$ cat config.mk
export PLATFORM = sky130hd
export DESIGN_NAME = icache_direct
export DESIGN_NICKNAME = d
export VERILOG_FILES = /design/src/rtl/icache_pkg.sv /design/src/rtl/icache_tag_array.sv /design/src/rtl/icache_direct.sv
export SDC_FILE = /design/constraint.sdc
export NUM_CORES = 2
export LEC_CHECK = 0
export CAP_MARGIN = 30
export CORE_ASPECT_RATIO = 0.5
export CORE_UTILIZATION = 40
export CTS_CLUSTER_DIAMETER = 50
export CTS_CLUSTER_SIZE = 8
export DETAILED_ROUTE_END_ITERATION = 7
export DONT_BUFFER_PORTS = 1
export GPL_TIMING_DRIVEN = 1
export PLACE_DENSITY_LB_ADDON = 0.1
export SKIP_CTS_REPAIR_TIMING = 1
export SYNTH_ARGS = -nofsm -noshare
export SYNTH_HDL_FRONTEND = slang
export SYNTH_SLANG_ARGS = --single-unit
$ cat constraint.sdc
create_clock -name clk -period 7.8 [get_ports clk]
set_input_delay 1.56 -clock clk [delete_from_list [all_inputs] [get_ports clk]]
set_output_delay 1.56 -clock clk [all_outputs]
set_load 0.005 [all_outputs]
$ cat src/rtl/icache_pkg.sv
// rtl/icache_pkg.sv - shared state type and field-width helpers for the direct-mapped icache
package icache_pkg;

  typedef enum logic {
    IDLE   = 1'b0,
    REFILL = 1'b1
  } icache_state_t;

  function automatic int icache_offw(input int words);
    return $clog2(words);
  endfunction

  function automatic int icache_idxw(input int lines);
    return $clog2(lines);
  endfunction

  // Byte-offset bits [1:0] are never part of the tag.
  function automatic int icache_tagw(input int lines, input int words);
    return 30 - $clog2(words) - $clog2(lines);
  endfunction

endpackage

$ cat src/rtl/icache_tag_array.sv
// rtl/icache_tag_array.sv - valid/tag storage with combinational lookup and synchronous write/flush
module icache_tag_array
  import icache_pkg::*;
#(
  parameter int LINES = 16,
  parameter int IDXW  = 4,
  parameter int TAGW  = 24
) (
  input  logic            clk,
  input  logic            reset,
  input  logic            flush_i,
  input  logic [IDXW-1:0] rd_idx_i,
  input  logic [TAGW-1:0] rd_tag_i,
  output logic            hit_o,
  output logic [TAGW-1:0] rd_tag_o,
  input  logic            wr_en_i,
  input  logic [IDXW-1:0] wr_idx_i,
  input  logic [TAGW-1:0] wr_tag_i,
  input  logic            wr_valid_i
);

  logic [LINES-1:0] valid_q;
  logic [TAGW-1:0]  tag_q [LINES];

  // Flush wins over a same-cycle fill so a line finishing during a flush stays invalid.
  always_ff @(posedge clk or posedge reset) begin
    if (reset) begin
      valid_q <= '0;
    end else if (flush_i) begin
      valid_q <= '0;
    end else if (wr_en_i) begin
      valid_q[wr_idx_i] <= wr_valid_i;
    end
  end

  always_ff @(posedge clk) begin
    if (wr_en_i) begin
      tag_q[wr_idx_i] <= wr_tag_i;
    end
  end

  assign rd_tag_o = tag_q[rd_idx_i];
  assign hit_o    = valid_q[rd_idx_i] && (tag_q[rd_idx_i] == rd_tag_i);

endmodule

$ cat src/rtl/icache_direct.sv
// rtl/icache_direct.sv - direct-mapped read-only instruction cache with whole-line refill
module icache_direct
  import icache_pkg::*;
#(
  parameter int LINES = 16,
  parameter int WORDS = 4
) (
  input  logic        clk,
  input  logic        reset,
  input  logic        fe_req,
  input  logic [31:0] fe_addr,
  output logic        fe_ack,
  output logic [31:0] fe_data,
  input  logic        flush,
  output logic        mem_req,
  output logic [31:0] mem_addr,
  input  logic        mem_ack,
  input  logic [31:0] mem_data
);

  localparam int OFFW = icache_offw(WORDS);
  localparam int IDXW = icache_idxw(LINES);
  localparam int TAGW = icache_tagw(LINES, WORDS);

  icache_state_t   state_q, state_d;
  logic [OFFW-1:0] cnt_q, cnt_d;
  logic [31:0]     base_q, base_d;
  logic [IDXW-1:0] idx_q, idx_d;
  logic [TAGW-1:0] rtag_q, rtag_d;
  logic            discard_q, discard_d;
  logic [31:0]     data_q [LINES][WORDS];

  logic [OFFW-1:0] lk_off;
  logic [IDXW-1:0] lk_idx;
  logic [TAGW-1:0] lk_tag;
  logic            lk_hit;
  logic            last_word;
  logic            tag_we;
  logic            tag_wvalid;
  logic [TAGW-1:0] unused_rd_tag;
  logic            unused_addr_bits;

  assign lk_off           = fe_addr[2 +: OFFW];
  assign lk_idx           = fe_addr[2 + OFFW +: IDXW];
  assign lk_tag           = fe_addr[31 -: TAGW];
  assign unused_addr_bits = ^fe_addr[1:0];

  icache_tag_array #(
    .LINES(LINES),
    .IDXW (IDXW),
    .TAGW (TAGW)
  ) u_tags (
    .clk       (clk),
    .reset     (reset),
    .flush_i   (flush),
    .rd_idx_i  (lk_idx),
    .rd_tag_i  (lk_tag),
    .hit_o     (lk_hit),
    .rd_tag_o  (unused_rd_tag),
    .wr_en_i   (tag_we),
    .wr_idx_i  (idx_q),
    .wr_tag_i  (rtag_q),
    .wr_valid_i(tag_wvalid)
  );

  assign last_word  = (cnt_q == OFFW'(WORDS - 1));
  assign tag_wvalid = !(discard_q || flush);

  assign fe_ack   = fe_req && (state_q == IDLE) && lk_hit;
  assign fe_data  = fe_ack ? data_q[lk_idx][lk_off] : '0;
  assign mem_req  = (state_q == REFILL);
  // Base has its offset bits cleared, so OR-ing the word offset never carries.
  assign mem_addr = mem_req ? (base_q | {{(30 - OFFW){1'b0}}, cnt_q, 2'b00}) : '0;

  always_comb begin
    state_d   = state_q;
    cnt_d     = cnt_q;
    base_d    = base_q;
    idx_d     = idx_q;
    rtag_d    = rtag_q;
    discard_d = discard_q;
    tag_we    = 1'b0;
    unique case (state_q)
      IDLE: begin
        discard_d = 1'b0;
        if (fe_req && !lk_hit) begin
          base_d  = {fe_addr[31:2 + OFFW], {(OFFW + 2){1'b0}}};
          idx_d   = lk_idx;
          rtag_d  = lk_tag;
          cnt_d   = '0;
          state_d = REFILL;
        end
      end
      REFILL: begin
        if (flush) begin
          discard_d = 1'b1;
        end
        if (mem_ack) begin
          if (last_word) begin
            tag_we    = 1'b1;
            discard_d = 1'b0;
            state_d   = IDLE;
          end else begin
            cnt_d = cnt_q + OFFW'(1);
          end
        end
      end
    endcase
  end

  always_ff @(posedge clk or posedge reset) begin
    if (reset) begin
      state_q   <= IDLE;
      cnt_q     <= '0;
      base_q    <= '0;
      idx_q     <= '0;
      rtag_q    <= '0;
      discard_q <= 1'b0;
    end else begin
      state_q   <= state_d;
      cnt_q     <= cnt_d;
      base_q    <= base_d;
      idx_q     <= idx_d;
      rtag_q    <= rtag_d;
      discard_q <= discard_d;
    end
  end

  always_ff @(posedge clk) begin
    if ((state_q == REFILL) && mem_ack) begin
      data_q[idx_q][cnt_q] <= mem_data;
    end
  end

endmodule

==> impl_metrics.csv <==
group,metric,value,unit
placed_design,hpwl,133,mm
detailed_routing,dr_wl_met3,20.7,mm
clock_tree,clock_path_buffers,4,
final_layout,fillCellCount,19400,
floorplan,core,236000,um2
clock_tree,ctsRootBufferMaster,"clkbuf_16",
placed_design,gp_congestion,0.726,
sta,fin_skew,0.0495,ns
final_layout,multiInputGateArea,20800,um2
placed_design,dpl_cell_area,100000,um2
global_routing,grt_max_degree,209,
detailed_routing,vias,44400,
global_routing,antenna_found_initial,17,
setup_path,critPathBufInv,4,
global_routing,grt_use_total,0.223,
setup_path,critPathTopFamily,"buffers and inverters",
final_layout,instances_no_fill,7400,
status,status,"finished with violations",
pwr,p_leak,33.8,nW
setup_path,path_max_fanout,126,
pwr,vdd_drop_max,185,uV
detailed_routing,drc,0,
setup_path,cp-end-kind,"output port",
pwr,powerDensity,285,nW/um2
sta,hold_violations,0,
yosys,synthArstFlopShare,0.0194,
final_layout,register_area,74200,um2
clock_tree,clk_pin_slew_worst_paths,0.05,ns
hold_path,hold_class,"reg2reg",
yosys,synth_area,95300,um2
yosys,yosysSeqAreaShare,0.779,
sta,hold_ws,0.534,ns
sta,drv_slew,54,
yosys,synth-edff-count,2432,
global_routing,grt_pass1_vias,45700,
setup_path,path_cells,"buf_16, buf_16, buf_16, buf_16, mux4_2, mux4_2, mux4_2, nor2b_1",
setup_path,slowest_delay,0.62,ns
setup_path,start_kind,"primary input",
floorplan,boundaryPins,135,
floorplan,fp-row-count,126,
yosys,ys_warn_count,0,
clock_tree,clock_latency,0.88,ns
floorplan,fp.dieW,692,um
yosys,syn_inst,3917,
final_layout,design_area,110000,um2
global_routing,overflow,0,
yosys,ys_types,52,
clock_tree,cts_buffers,353,
sta,relSlewSlack,-0.0871,
clock_tree,htree_levels,5,
setup_path,arrival,5.85,ns
status,violations,"slew limit",
yosys,synth.top_cells.by_area,"edfxtp_1, mux4_2, dfrtp_1, mux2i_1, clkbuf_1",
detailed_routing,met1Wirelength,118,mm
sta,fmax,135,MHz
detailed_routing,wl_per_cell,36.1,um
detailed_routing,highest_layer,"met5",
detailed_routing,ant_nets,0,
floorplan,die_h,347,um
sta,finalSetupViolCount,0,
yosys,syn_avg_cell_area,24.3,um2
placed_design,port_buffers,0,
final_layout,drive_gt1_frac,0.319,
clock_tree,cts_tree,"done",
setup_path,r2r_slack,4.02,ns
final_layout,finalNetCount,4253,
clock_tree,clkSinkCount,2480,
detailed_routing,drt_pass1_iterations,7,
sta,setup_slack,0.389,ns
detailed_routing,first_iter_violations,5121,
final_layout,synthToLayoutAreaGrowth,15.2,%
setup_path,critPathMostFrequentCell,"buf_16",
sta,period_minus_slack,7.41,ns
sta,tightest_slew,1.63,ns
yosys,synth-main-ff-cell,"edfxtp_1",
setup_path,cp_data_required_time,6.24,ns
setup_path,crit_slowest_cell,"mux4_2",
sta,setup-tns-final,0,ns
yosys,synth_top_area_frac,0.766,
floorplan,start_util,0.403,
floorplan,dieArea,240000,um2
detailed_routing,via_per_inst,6.00,
yosys,synth.ff_latch_count,2480,
yosys,synth_top_cell_by_area,"edfxtp_1",
global_routing,grt_pass1_wl,370,mm
sta,finalCritPeriodShare,0.950,
setup_path,critical_path_class,"in2out",
sta,rsz0062_at_grt,"no",
flow_run,drv_cap,0,
placed_design,placed_cells,6958,
detailed_routing,wl_met2,123,mm
placed_design,dpl_worst_slack,0.619,ns
detailed_routing,drt_wl_total,267,mm
## worst register-to-register path, stage by stage, from the launching register on
cell      delay (ns)
edfxtp_1        0.39
mux4_2          0.47
mux4_2          0.50
xor2_1          0.21
or4_1           0.59
nor4_2          0.46
a31oi_4         0.25
buf_4           0.36
mux2_1          0.40
## state kept, by name, indices dropped and copies added, names as in the netlist
register and flops:
u_tags.tag_q 384, rtag_q 24, idx_q 3, base_q 1, data_q 2048, mem_req 1, cnt_q 2, u_tags.valid_q 16
discard_q 1
## path summary, 6_finish.rpt
check,depth (start not counted),to,startpoint
min in group asynchronous,2,rtag_q[1]$_DFFE_PP0P_,reset
max reg2reg,8,idx_q[1]$_DFFE_PP0P_,u_tags.tag_q[0][7]$_DFFE_PP_
min,2,u_tags.valid_q[14]$_DFFE_PP0P_,u_tags.valid_q[14]$_DFFE_PP0P_
min reg2reg,2,u_tags.valid_q[14]$_DFFE_PP0P_,u_tags.valid_q[14]$_DFFE_PP0P_
max,8,fe_data[11],fe_addr[5]
max in group asynchronous,2,mem_req$_DFF_PP0_,reset
## layout by cell type, fill, tap and decap left out, types with 9 or more instances in the layout
master / n
inv_6: 9
or3_1: 15
mux2_2: 9
buf_4: 91
mux4_2: 758
clkbuf_1: 54
nor2_4: 80
buf_12: 21
a21oi_1: 18
mux2_1: 27
xnor2_1: 18
o21ai_0: 23
nor2b_1: 42
a211oi_1: 10
edfxtp_1: 2432
mux2i_1: 63
clkbuf_16: 360
nand2_1: 25
dfrtp_1: 47
nor2_1: 12
and2_1: 32
## kinds of logic (layout without fill, tap and decap cells)
kind of cell | after synthesis | in the layout | synth area share
buffers and inverters | 221 | 562 | 0.00974
AO/OA/AOI/OAI | 86 | 86 | 0.00594
multiplexers | 857 | 857 | 0.190
flip-flops | 2480 | 2480 | 0.779
other | 1 | 7 | 0.0000393
XOR/XNOR | 25 | 25 | 0.00230
adder cells (fa/ha/maj) | 4 | 4 | 0.000525
AND/OR/NAND/NOR | 243 | 243 | 0.0130
## power breakdown
part | internal, W | total (W) | switching [W] | leakage (nW)
Combinational | 0.000758 | 0.00196 | 0.00121 | 6.74
Sequential | 0.0154 | 0.0158 | 0.000402 | 22.5
Clock | 0.00824 | 0.0136 | 0.00534 | 4.62
## stage by stage
stage	total power [W]	util
after floorplan	0.0171	-
after global placement	0.0180	0.423
after detailed placement	0.0181	0.424
after CTS	0.0317	0.464
after global routing	0.0323	0.464
final	0.0313	0.464
## cell type report
class,count,area share
flip-flops and latches,2480,0.676
multi-input cells,1217,0.190
clock buffers,414,0.0839
well taps,3136,0.0357
repair buffers,120,0.0121
clock inverters,20,0.00231
inverters,8,0.000273
diodes,5,0.000114
## synthesized netlist by cell type (all sizes together), types with 10 or more instances
master	count
edfxtp	2432
mux4	758
or3	15
and2	32
nand3	12
mux2	36
nand2	25
nor2	92
o21ai	23
clkbuf	104
a21oi	18
nor2b	42
dfrtp	48
xnor2	18
a211oi	10
mux2i	63
buf	109
## metal layers
layer / up-vias / global-route usage
met2: 1696 / 0.340
li1: 17400 / -
met4: 2 / 0.0486
met3: 368 / 0.0471
met5: - / 0
met1: 25000 / 0.332
Note: power is estimated with default switching activity, not from simulation.
